`config.mk`:
```
export PLATFORM = sky130hd
export DESIGN_NAME = fetch_pc_unit_flat
export DESIGN_NICKNAME = d
export VERILOG_FILES = /design/src/rtl/fetch_pc_unit_if.sv /design/src/rtl/fetch_pc_unit.sv /design/src/flat_wrapper.sv
export SDC_FILE = /design/constraint.sdc
export NUM_CORES = 1
export LEC_CHECK = 0
export CAP_MARGIN = 20
export CORE_MARGIN = 3
export CORE_UTILIZATION = 45
export CTS_BUF_LIST = sky130_fd_sc_hd__clkbuf_8
export DETAILED_ROUTE_END_ITERATION = 10
export GPL_TIMING_DRIVEN = 0
export PLACE_DENSITY = 0.83
export SYNTH_ARGS = -nofsm -noshare
export SYNTH_HDL_FRONTEND = slang
export SYNTH_SLANG_ARGS = --single-unit
```
`constraint.sdc`:
```
create_clock -name clk -period 2.1 [get_ports clk]
set_input_delay 0.21 -clock clk [delete_from_list [all_inputs] [get_ports clk]]
set_output_delay 0.21 -clock clk [all_outputs]
set_load 0.01 [all_outputs]
```
`src/rtl/fetch_pc_unit_if.sv`:
```
// Fetch-side bundle: instruction memory request/response,
// decode handshake, branch resolution and trap redirect.
interface fetch_pc_unit_if #(
  parameter int XLEN = 32
);
  logic            imem_req_valid;
  logic            imem_req_ready;
  logic [XLEN-1:0] imem_req_addr;
  logic            imem_rsp_valid;
  logic [XLEN-1:0] imem_rsp_data;
  logic            instr_valid;
  logic            instr_ready;
  logic [XLEN-1:0] instr;
  logic [XLEN-1:0] instr_pc;
  logic            br_taken;
  logic [XLEN-1:0] br_target;
  logic            flush;
  logic [XLEN-1:0] flush_pc;
  logic            misalign_err;

  modport master (
    output imem_req_valid,
    output imem_req_addr,
    output instr_valid,
    output instr,
    output instr_pc,
    output misalign_err,
    input  imem_req_ready,
    input  imem_rsp_valid,
    input  imem_rsp_data,
    input  instr_ready,
    input  br_taken,
    input  br_target,
    input  flush,
    input  flush_pc
  );

  modport slave (
    input  imem_req_valid,
    input  imem_req_addr,
    input  instr_valid,
    input  instr,
    input  instr_pc,
    input  misalign_err,
    output imem_req_ready,
    output imem_rsp_valid,
    output imem_rsp_data,
    output instr_ready,
    output br_taken,
    output br_target,
    output flush,
    output flush_pc
  );
endinterface

```
`src/rtl/fetch_pc_unit.sv`:
```
// PC register and single-outstanding instruction fetch FSM,
// with branch redirect, trap flush and stale-response drain.
module fetch_pc_unit #(
  parameter int              XLEN     = 32,
  parameter logic [XLEN-1:0] RESET_PC = '0
) (
  input logic            clk,
  input logic            rst_n,
  fetch_pc_unit_if.master bus
);

  typedef enum logic [2:0] {
    S_IDLE,
    S_REQ,
    S_WAIT,
    S_HOLD,
    S_DRAIN
  } state_e;

  state_e          state_q, state_d;
  logic [XLEN-1:0] pc_q, pc_d;
  logic [XLEN-1:0] instr_q, instr_d;
  logic [XLEN-1:0] ipc_q, ipc_d;
  logic            mis_q, mis_d;

  logic [XLEN-1:0] fpc;
  logic [XLEN-1:0] tgt;
  logic            tgt_mis;

  assign fpc     = {bus.flush_pc[XLEN-1:2], 2'b00};
  assign tgt     = {bus.br_target[XLEN-1:2], 2'b00};
  assign tgt_mis = |bus.br_target[1:0];

  always_comb begin
    state_d = state_q;
    pc_d    = pc_q;
    instr_d = instr_q;
    ipc_d   = ipc_q;
    mis_d   = 1'b0;
    unique case (state_q)
      S_IDLE: state_d = S_REQ;
      S_REQ: begin
        if (bus.flush) begin
          pc_d    = fpc;
          state_d = bus.imem_req_ready ? S_DRAIN : S_REQ;
        end else if (bus.imem_req_ready) begin
          state_d = S_WAIT;
        end
      end
      S_WAIT: begin
        // a response coinciding with flush is already stale
        if (bus.flush) begin
          pc_d    = fpc;
          state_d = bus.imem_rsp_valid ? S_REQ : S_DRAIN;
        end else if (bus.imem_rsp_valid) begin
          instr_d = bus.imem_rsp_data;
          ipc_d   = pc_q;
          state_d = S_HOLD;
        end
      end
      S_HOLD: begin
        if (bus.flush) begin
          pc_d    = fpc;
          state_d = S_REQ;
        end else if (bus.instr_ready) begin
          pc_d    = bus.br_taken ? tgt : pc_q + XLEN'(4);
          mis_d   = bus.br_taken & tgt_mis;
          state_d = S_REQ;
        end
      end
      S_DRAIN: begin
        if (bus.flush) begin
          pc_d = fpc;
        end
        if (bus.imem_rsp_valid) begin
          state_d = S_REQ;
        end
      end
      default: state_d = S_IDLE;
    endcase
  end

  always_ff @(posedge clk or negedge rst_n) begin
    if (!rst_n) begin
      state_q <= S_IDLE;
      pc_q    <= RESET_PC;
      instr_q <= '0;
      ipc_q   <= '0;
      mis_q   <= 1'b0;
    end else begin
      state_q <= state_d;
      pc_q    <= pc_d;
      instr_q <= instr_d;
      ipc_q   <= ipc_d;
      mis_q   <= mis_d;
    end
  end

  assign bus.imem_req_valid = (state_q == S_REQ);
  assign bus.imem_req_addr  = pc_q;
  assign bus.instr_valid    = (state_q == S_HOLD);
  assign bus.instr          = instr_q;
  assign bus.instr_pc       = ipc_q;
  assign bus.misalign_err   = mis_q;

endmodule

```
`src/flat_wrapper.sv`:
```
// flat-port wrapper written by rule: the top's interface ports become plain ports
module fetch_pc_unit_flat 
#(
  parameter int              XLEN     = 32,
  parameter logic [XLEN-1:0] RESET_PC = '0
)
  (clk, rst_n, bus_imem_req_valid, bus_imem_req_addr, bus_instr_valid, bus_instr, bus_instr_pc, bus_misalign_err, bus_imem_req_ready, bus_imem_rsp_valid, bus_imem_rsp_data, bus_instr_ready, bus_br_taken, bus_br_target, bus_flush, bus_flush_pc);
  fetch_pc_unit_if #(.XLEN(XLEN)) bus_i ();
  input logic clk;
  input logic rst_n;
  output wire logic [$bits(bus_i.imem_req_valid)-1:0] bus_imem_req_valid;
  output wire logic [$bits(bus_i.imem_req_addr)-1:0] bus_imem_req_addr;
  output wire logic [$bits(bus_i.instr_valid)-1:0] bus_instr_valid;
  output wire logic [$bits(bus_i.instr)-1:0] bus_instr;
  output wire logic [$bits(bus_i.instr_pc)-1:0] bus_instr_pc;
  output wire logic [$bits(bus_i.misalign_err)-1:0] bus_misalign_err;
  input wire logic [$bits(bus_i.imem_req_ready)-1:0] bus_imem_req_ready;
  input wire logic [$bits(bus_i.imem_rsp_valid)-1:0] bus_imem_rsp_valid;
  input wire logic [$bits(bus_i.imem_rsp_data)-1:0] bus_imem_rsp_data;
  input wire logic [$bits(bus_i.instr_ready)-1:0] bus_instr_ready;
  input wire logic [$bits(bus_i.br_taken)-1:0] bus_br_taken;
  input wire logic [$bits(bus_i.br_target)-1:0] bus_br_target;
  input wire logic [$bits(bus_i.flush)-1:0] bus_flush;
  input wire logic [$bits(bus_i.flush_pc)-1:0] bus_flush_pc;
  assign bus_imem_req_valid = bus_i.imem_req_valid;
  assign bus_imem_req_addr = bus_i.imem_req_addr;
  assign bus_instr_valid = bus_i.instr_valid;
  assign bus_instr = bus_i.instr;
  assign bus_instr_pc = bus_i.instr_pc;
  assign bus_misalign_err = bus_i.misalign_err;
  assign bus_i.imem_req_ready = bus_imem_req_ready;
  assign bus_i.imem_rsp_valid = bus_imem_rsp_valid;
  assign bus_i.imem_rsp_data = bus_imem_rsp_data;
  assign bus_i.instr_ready = bus_instr_ready;
  assign bus_i.br_taken = bus_br_taken;
  assign bus_i.br_target = bus_br_target;
  assign bus_i.flush = bus_flush;
  assign bus_i.flush_pc = bus_flush_pc;
  fetch_pc_unit #(.XLEN(XLEN), .RESET_PC(RESET_PC)) u_core (.clk(clk), .rst_n(rst_n), .bus(bus_i));
endmodule
```
* After elaboration in Yosys (flattened, before gate mapping)
Index checks and enable logic that the tools add are counted.
** Word-level totals
- Word-level logic and storage cells :: 42
- Register bits :: 100
- Output and inout bits :: 99
- Input port bits :: 103
** Cells by class
- Add/sub/neg operators :: 1
- Equality and inequality tests :: 9
- Bitwise operators :: 2
- Muxes and demuxes :: 18
- Reductions and logical operators :: 7
** Operators by type and width (count)
- 32-bit 2-to-1 mux :: 4
- 32-bit case mux with 2 select lines :: 1
- 32-bit by 3-bit adder with 32-bit output (second input constant) :: 1
- 3-bit 2-to-1 mux :: 9
- 3-bit case mux with 5 select lines :: 1
- 3-bit by 2-bit equality test with 1-bit output (second input constant) :: 2
- 3-bit by 1-bit != test with 1-bit output (second input constant) :: 2
- 3-bit AND reduction :: 2
- 4-bit AND reduction :: 1
- 3-bit by 1-bit equality test with 1-bit output (second input constant) :: 1
- 3-bit equality test (second input constant) :: 1
- 3-bit logical NOT :: 1
- 1-bit 2-to-1 mux :: 3
- 3-bit != test (second input constant) :: 1
- 3-bit OR reduction :: 1
- 2-bit by 1-bit != test with 1-bit output (second input constant) :: 1
- 2-bit != test (second input constant) :: 1
- 2-bit nonzero test :: 1
- 2-bit OR reduction :: 1
- 1-bit AND :: 1
- 1-bit NOT :: 1

* Depth between registers and ports, before layout
Gate-level depths: netlist (run 1).
- Word-level depth :: 5
- Depth in mapped cells :: 8
- Depth with buffers taken out :: 6

* Worst setup path before layout (run 1)
Ideal clock, no wire load.
- Kind :: reg-to-reg
- Start :: reg u_core.pc_q[2] (netlist: u_core.bus.imem_req_addr[2])
- End :: reg u_core.pc_q[20] (netlist: u_core.bus.imem_req_addr[20])
- Data arrival time :: 1.663 ns
- Cell stages (with the launch flop) :: 8
- Buffers on the path :: 1
- Slack :: 0.306 ns
- Clock period less this slack :: 1.794 ns
- Data required time :: 1.968 ns
- Library setup time :: 0.132 ns
- Cells stage by stage :: dfrtp_1 > ha_1 > nand4_2 > nor3_2 > buf_4 > nand4_1 > xor2_1 > o211ai_2
** Between the ends
- Longest elaborated chain between the ends :: 5
** RTL lines
- start, declared :: RTL line fetch_pc_unit.sv:21 : logic [XLEN-1:0] pc_q, pc_d;
- start signal, assigned :: RTL line fetch_pc_unit.sv:92 : pc_q <= pc_d;
- 32-bit by 3-bit adder with 32-bit output :: RTL line fetch_pc_unit.sv:66 : pc_d = bus.br_taken ? tgt : pc_q + XLEN'(4);
- 32-bit 2-to-1 mux :: RTL line fetch_pc_unit.sv:66
- 32-bit 2-to-1 mux :: RTL line fetch_pc_unit.sv:65 : end else if (bus.instr_ready) begin
- 32-bit 2-to-1 mux :: RTL line fetch_pc_unit.sv:62 : if (bus.flush) begin
- 32-bit case mux with 2 select lines :: RTL line fetch_pc_unit.sv:40 : unique case (state_q)
Every way passes these cells. The select of a mux whose other input is x is not followed.
A chain may end at the register's enable or synchronous reset.

* Worst setup path after layout (run 1)
- Start :: reg u_core.state_q[2]
- End :: reg u_core.mis_q (netlist: u_core.bus.misalign_err)
** Between the ends
- Longest elaborated chain between the ends :: 2
** RTL lines
- start, declared :: RTL line fetch_pc_unit.sv:20 : state_e state_q, state_d;
- start signal, assigned :: RTL line fetch_pc_unit.sv:91 : state_q <= state_d;
- 3-bit by 2-bit equality test with 1-bit output :: RTL line fetch_pc_unit.sv:40
- 1-bit 2-to-1 mux :: RTL line fetch_pc_unit.sv:40
- via u_core.mis_d :: RTL line fetch_pc_unit.sv:24 : logic mis_q, mis_d;
- end signal, assigned :: RTL line fetch_pc_unit.sv:95 : mis_q <= mis_d;
- end, declared :: RTL line fetch_pc_unit.sv:24
The timed path passes the listed nets, and every way through them passes these cells.

==> metrics, run 1 <==
RSZ-0062 raised after global routing false; adder-cell share of the synthesized area 0.2452%; Synth Area in Compound Gates 16.50%; fin util 68.83%; Die Span Y 112.5 um; CP max FO 10; vias per cell 5.694; DRC violations left 0; Ys Warns 0; CP Data Arrival Time 2.25 ns; critical path type flop to flop; CTS tree yes; IO buf count 194; Mapped Cells 461; share of layout cells above drive strength 1 18.88%; routed vias 4658; Synth area leaders dfrtp_1 47%, mux2_4 8.8%, mux2_2 5.7%; die area 0.01265 mm2; Startpoint Class flop; Max Transition Viols Final 0; post-synthesis sequential area ratio 47.08%; setup violators final 0; Peak Freq 0.5100 GHz; CTS Buf Count 9; GP Congestion 0.9366; largest family of logic cells by synthesized area compound AO/OA/AOI/OAI gates; Worst-Skew Late Latency 0.38 ns; CTS Buffer Depth 2; CTS HTree Levels 3; ys async rst share 100.0%; pre-CTS setup slack -0.07789 ns; worst min path class input port to flop; clock skew 0.01021 ns; Root Buffer clkbuf_8; FILL cells 825; Post-DRT Antenna Nets 0; Crit. End Element flop; GRT Total Usage 26.89%; leakage 3.304 nW; status complete, no violations; Ports 202; First-pass DRT Iterations 5; simple-gate share of the synthesized area 11.84%; Tmin final 1.961 ns; EDFF count, synth 0; Overall Power 9.878 mW; total congestion overflow 0; Final Hold Viols 0; initial core utilization 46.46%; Post-Synth XOR/XNOR Area 2.746%; peak supply drop 0.0007151 V; Syn Std Cell Area 0.005102 mm2; Max Cap Viol 0; Synth Flop Type dfrtp_1; vias in the first global route 4811; worst hold margin 0.1243 ns; pwr/cell area 1307 mW/mm2; share of the synthesized area in the top cell type 47.08%; initial antenna violation count 0; CTS sink cnt 96; Sequential Area 0.002406 mm2; Die Wd 112.5 um; worst slew margin relative to its limit 59.16%; Area Growth Syn to Fin 48.16%; synth unique cells 60; Worst EP required 2.39 ns; Post-DP HPWL 12630 um; Initial DRC Count 456; Core ar. 0.01098 mm2; Avg Cell Area, Syn 11.07 um2; post-DR wirelength/cell 20.41 um; first-pass GRT wire length 26650 um; WL final 16700 um; final net count 777; Final period util 93.36%; Rows 38; cell taking the most area after synthesis dfrtp_1; largest net degree at the start of global routing 63; synthesis-stage register bit count 96; Worst-Margin Slew 0.6103 ns; Inserted Diodes 0; multiplexer area fraction after synthesis 16.18%; final worst slack 0.1394 ns; Clock transition at path regs 0.10 ns; area of the multi-input gates 0.002482 mm2
==> logic make-up after synthesis <==
logic type / after synthesis
compound gates: 125
buf+inv: 44
xor+xnor: 16
other cells: 1
simple gates: 114
mux: 64
fa+ha+maj: 1
flops: 96
==> synth_stat cells, types with 10 or more instances <==
library cell and n:
buf_2 10, buf_4 11, nand3_1 15, o21ai_0 19, mux2_2 26, o21ai_1 11
dfrtp_1 96, xor2_1 13, nor2_1 24, nand2_1 35, a21oi_1 31, mux2_4 30
==> cell type report <==
class,count,area share (%)
buffer,36,3.261
timing repair buffer,198,26.35
clock inverter,6,1.192
clock buffer,10,1.821
multi-input combinational,324,32.84
inverter,8,0.3972
sequential,96,31.83
tap,140,2.317
==> power breakdown <==
group	internal [mW]	switching (mW)
clock	0.707	0.673
combinational	2.79	2.24
sequential	2.66	0.810
total	6.16	3.72
==> flip-flops by register name (all words and copies together), names as in the netlist <==
signal                    cells
u_core.bus.imem_req_addr     30
u_core.state_q                3
u_core.bus.instr             32
u_core.bus.misalign_err       1
u_core.bus.instr_pc          30
==> cells in the final DEF (no fill, tap or decap), drive strengths merged, types with 2 or more instances in the layout <==
cell type / synthesis / layout
clkdlybuf4s50: 0 / 193
dfrtp: 96 / 96
mux2: 58 / 58
nand2: 37 / 37
a21oi: 31 / 31
buf: 28 / 31
o21ai: 30 / 30
nor2: 26 / 26
clkbuf: 8 / 19
nand3: 16 / 16
xor2: 13 / 13
nor3: 11 / 11
o211ai: 10 / 10
nand4: 9 / 9
inv: 7 / 8
a22oi: 7 / 7
mux2i: 6 / 6
o21a: 5 / 5
a2bb2oi: 5 / 5
o2bb2ai: 5 / 5
a31oi: 5 / 5
nand2b: 5 / 5
a311oi: 4 / 4
conb: 1 / 4
and3: 3 / 3
a32oi: 3 / 3
o311ai: 3 / 3
a21o: 3 / 3
xnor2: 3 / 3
nor4: 3 / 3
clkinv: 1 / 3
o221ai: 2 / 2
a41o: 2 / 2
o22ai: 2 / 2
bufinv: 0 / 2
==> layer usage <==
metal / GRT usage [%] / up-vias / wire [um]
met3: 8.086 / 32 / 1456
met5: 0 / - / 0
met2: 43.82 / 252 / 8088
met4: 7.772 / 0 / 314
met1: 34.85 / 2262 / 6839
li1: - / 2112 / -
==> what timing repair did <==
item / 4_1_cts / 5_1_grt
endpoints found under the setup margin: 5 / 20
gates resized for setup: 1 / 14
hold buffers: 1 / 0
hold endpoints to repair: 34 / 0
buffers inserted: 0 / 2
pin swaps: 0 / 3
==> worst paths after layout <==
check / from / endpoint / slack (ns) / depth (start not counted)
worst max-delay path: u_core.state_q[2] / u_core.bus.misalign_err / 0.14 / 6
worst min-delay path: bus_flush / u_core.state_q[1] / 0.12 / 2
worst max register to register: u_core.state_q[2] / u_core.bus.misalign_err / 0.14 / 6
worst min register to register: u_core.bus.instr_pc[17] / u_core.bus.instr_pc[17] / 0.50 / 1
max in group asynchronous: rst_n / u_core.bus.imem_req_addr[20] / 1.09 / 3
min in group asynchronous: rst_n / u_core.bus.instr[7] / 0.33 / 2
==> critical path, cell delays in order, from the launching register on <==
cell and delay, ns:
dfrtp_1 0.40, buf_6 0.15, xor2_1 0.16, a211oi_2 0.42, buf_2 0.34, nand2_1 0.17, nor3_1 0.24
==> stage by stage <==
step / TNS, ns / cell area [um2] / instances
6_report: 0 / 7560 / 818
5_1_grt: 0 / 7560 / 818
4_1_cts: 0 / 7500 / 816
3_5_place_dp: -0.3481 / 7256 / 799
3_3_place_gp: -265.88 / 7231 / 798
2_1_floorplan: 0 / 5114 / 464
(Power assumes the default switching activity.)
==> run 2: changes to the inputs <==
--- a/config.mk
+++ b/config.mk
@@ -11,6 +11,7 @@
 export CTS_BUF_LIST = sky130_fd_sc_hd__clkbuf_8
 export DETAILED_ROUTE_END_ITERATION = 10
 export GPL_TIMING_DRIVEN = 0
+export HOLD_SLACK_MARGIN = 0.02
 export PLACE_DENSITY = 0.83
 export SYNTH_ARGS = -nofsm -noshare
 export SYNTH_HDL_FRONTEND = slang
==> results of run 2 <==
Same layout as run 1: the final DEF is identical, and so are final timing and power.
==> run 3: changes to the inputs <==
--- a/config.mk
+++ b/config.mk
@@ -8,7 +8,8 @@
 export CAP_MARGIN = 20
 export CORE_MARGIN = 3
 export CORE_UTILIZATION = 45
-export CTS_BUF_LIST = sky130_fd_sc_hd__clkbuf_8
+export CTS_BUF_LIST = sky130_fd_sc_hd__clkbuf_2
+export CTS_CLUSTER_DIAMETER = 50
 export DETAILED_ROUTE_END_ITERATION = 10
 export GPL_TIMING_DRIVEN = 0
 export HOLD_SLACK_MARGIN = 0.02
==> run 3 against run 2 <==
Against the previous run: die area is the same; worst hold slack worse by 0.0025 ns; clock-buffer cell count is 1 lower; sequential share of layout area rose by 0.27 points; combinational power about the same; fmax shrank 0.99%; register-to-register slack got worse by 0.02 ns; final area fell by 0.60%; routed wire length increased by 1.1%; final cell count up 0.86%; power shrank 3.3%; global-route usage rose by 0.31 points; critical path type unchanged.
==> metrics, run 3 (synthesis results as in run 1) <==
status complete, no violations (unchanged); CP Data Arrival Time 2.48 ns (was 2.25 ns); crit-path cells buf_2, nand3_1, nor3_4, buf_4, nand4_1, o311ai_1, a2bb2oi_1 (was buf_6, xor2_1, a211oi_2, buf_2, nand2_1, nor3_1); critical path type flop to flop (unchanged); Crit. End Element flop (unchanged); Hold Crit Endpoint u_core.bus.imem_req_addr[15] (was u_core.state_q[1]); GP Congestion 0.9366 (unchanged); initial core utilization 46.46% (unchanged); Core ar. 0.01098 mm2 (unchanged); setup TNS 0 ns (unchanged); Area Growth Syn to Fin 47.28% (was 48.16%); Rows 38 (unchanged); total congestion overflow 0 (unchanged); Tmin final 1.980 ns (was 1.961 ns); initial antenna violation count 0 (unchanged); CP max FO 10 (unchanged); hold path depth 3 (was 2); vias in the first global route 4800 (was 4811); First-pass DRT Iterations 5 (unchanged); commonest non-fill, non-tap cell in the layout clkdlybuf4s50_1 (unchanged); Worst-Skew Late Latency 0.62 ns (was 0.38 ns); die area 0.01265 mm2 (unchanged); first-pass GRT wire length 26910 um (was 26650 um); Worst EP required 2.60 ns (was 2.39 ns); final net count 784 (was 777); CTS Buf Count 9 (unchanged); slowest CP cell dfrtp_1 (was a211oi_2); Max Cap Viol 0 (unchanged); RSZ-0062 raised after global routing true (was false); Startpoint Class flop (unchanged); pwr/cell area 1272 mW/mm2 (was 1307 mW/mm2); final worst slack 0.1197 ns (was 0.1394 ns); Initial DRC Count 502 (was 456); largest net degree at the start of global routing 63 (unchanged); Inserted Diodes 0 (unchanged); CTS tree yes (unchanged); Clock transition at path regs 0.23 ns (was 0.10 ns); Worst-Margin Slew 0.6216 ns (was 0.6103 ns); Die Span Y 112.5 um (unchanged); setup violators final 0 (unchanged); CTS sink cnt 96 (unchanged); worst min path class input port to flop (unchanged); worst slew margin relative to its limit 58.56% (was 59.16%); routed vias 4687 (was 4658); Largest register FFs 32 (unchanged); GRT Total Usage 27.20% (was 26.89%); vias per cell 5.681 (was 5.694); RR Startpoint u_core.bus.imem_req_addr[13] (was u_core.state_q[2]); peak supply drop 0.0007675 V (was 0.0007151 V); hold path start bus_flush_pc[15] (was bus_flush); Critical Path Stages 7 (was 6); commonest non-fill, non-tap cells in the layout 191 x clkdlybuf4s50_1, 88 x dfrtp_1, 35 x nand2_1, 31 x a21oi_1, 30 x mux2_4 (was 193 x clkdlybuf4s50_1, 93 x dfrtp_1, 35 x nand2_1, 31 x a21oi_1, 30 x mux2_4); WP buf/inv 2 (unchanged); Crit path max-delay family simple AND/OR/NAND/NOR gates (was buffers and inverters); IO buf count 194 (unchanged); R2R cell count 7 (was 6); Post-DRT Antenna Nets 0 (unchanged); Final period util 94.30% (was 93.36%); FILL cells 824 (was 825); fin util 68.42% (was 68.83%); clock skew 0.03341 ns (was 0.01021 ns); CP max stage delay 0.39 ns (was 0.42 ns); pre-CTS setup slack -0.07789 ns (unchanged); Post-DP HPWL 12630 um (unchanged); Peak Freq 0.5050 GHz (was 0.5100 GHz); WL final 16890 um (was 16700 um); Reg2Reg Setup Slack 0.12 ns (was 0.14 ns); share of layout cells above drive strength 1 19.56% (was 18.88%); CTS Buffer Depth 2 (unchanged); Final Hold Viols 0 (unchanged); post-DR wirelength/cell 20.47 um (was 20.41 um); DRC violations left 0 (unchanged); worst hold margin 0.1217 ns (was 0.1243 ns); Max Transition Viols Final 0 (unchanged); leakage 3.303 nW (was 3.304 nW); Die Wd 112.5 um (unchanged); Ports 202 (unchanged); CTS HTree Levels 3 (unchanged); Root Buffer clkbuf_2 (was clkbuf_8); worst r2r dst u_core.bus.imem_req_addr[31] (was u_core.bus.misalign_err)
==> run 3: cell types whose count changed in the layout (fill, tap and decap cells not counted), moves of 3 or more <==
| cell | change |
|---|---|
| dfrtp_2 | +5 |
| dfrtp_1 | -5 |
| dlygate4sd3_1 | +3 |
| clkbuf_2 | +8 |
| clkbuf_8 | -10 |
| buf_4 | +4 |
==> run 3: final cells by class <==
type	instances	area, um2	share of cell area, %
sequential	96	2412	32.10
multi-input combinational	324	2466	32.82
clock inverter	7	93.84	1.249
tap	140	175.2	2.331
clock buffer	9	45.04	0.5994
inverter	8	30.03	0.3996
timing repair buffer	205	2049	27.27
buffer	36	242.7	3.230
==> run 3: power by group <==
part           internal [mW]  switching [mW]  leakage [nW]
Sequential              2.66           0.795          1.21
Clock                  0.393           0.651        0.0799
Combinational           2.81            2.25          2.01
==> run 3: metrics by stage <==
stage / std cells / cell area [um2] / total power, mW
floorplan: 464 / 5114 / 5.847
detailed placement: 799 / 7256 / 8.454
CTS: 820 / 7447 / 9.539
finish: 825 / 7515 / 9.555
global route: 825 / 7515 / 10.16
global placement: 798 / 7231 / 8.278
==> run 3: per-layer routing <==
metal | routed length [um] | global-route usage [%]
met4 | 350 | 7.612
met3 | 1348 | 8.248
met1 | 6903 | 34.70
met2 | 8289 | 45.05
met5 | 0 | 0
==> run 3: worst max path at each step <==
| stage | from | to | slack (ns) |
|---|---|---|---|
| floorplan | u_core.bus.imem_req_addr[2] | u_core.bus.imem_req_addr[20] | 0.31 |
| global placement | rst_n | u_core.bus.instr_pc[18] | -2.78 |
| detailed placement | bus_br_taken | u_core.bus.imem_req_addr[8] | -0.08 |
| CTS | u_core.bus.imem_req_addr[18] | u_core.bus.imem_req_addr[31] | 0.01 |
| global route | u_core.bus.imem_req_addr[2] | u_core.bus.imem_req_addr[28] | -0.02 |
| finish | u_core.bus.imem_req_addr[13] | u_core.bus.imem_req_addr[31] | 0.12 |
==> run 3: what timing repair did <==
action,4_1_cts,5_1_grt
gates resized for setup,4,13
hold buffers,4,0
endpoints found under the setup margin,8,22
cloned,0,0
pin swaps,0,3
buffers inserted,1,5
endpoints found under the hold margin,98,0
==> run 3: worst register-to-register path: stages (launching register included) <==
cell and delay [ns]:
dfrtp_1 0.39, buf_2 0.21, nand3_1 0.22, nor3_4 0.30
buf_4 0.24, nand4_1 0.16, o311ai_1 0.28, a2bb2oi_1 0.10
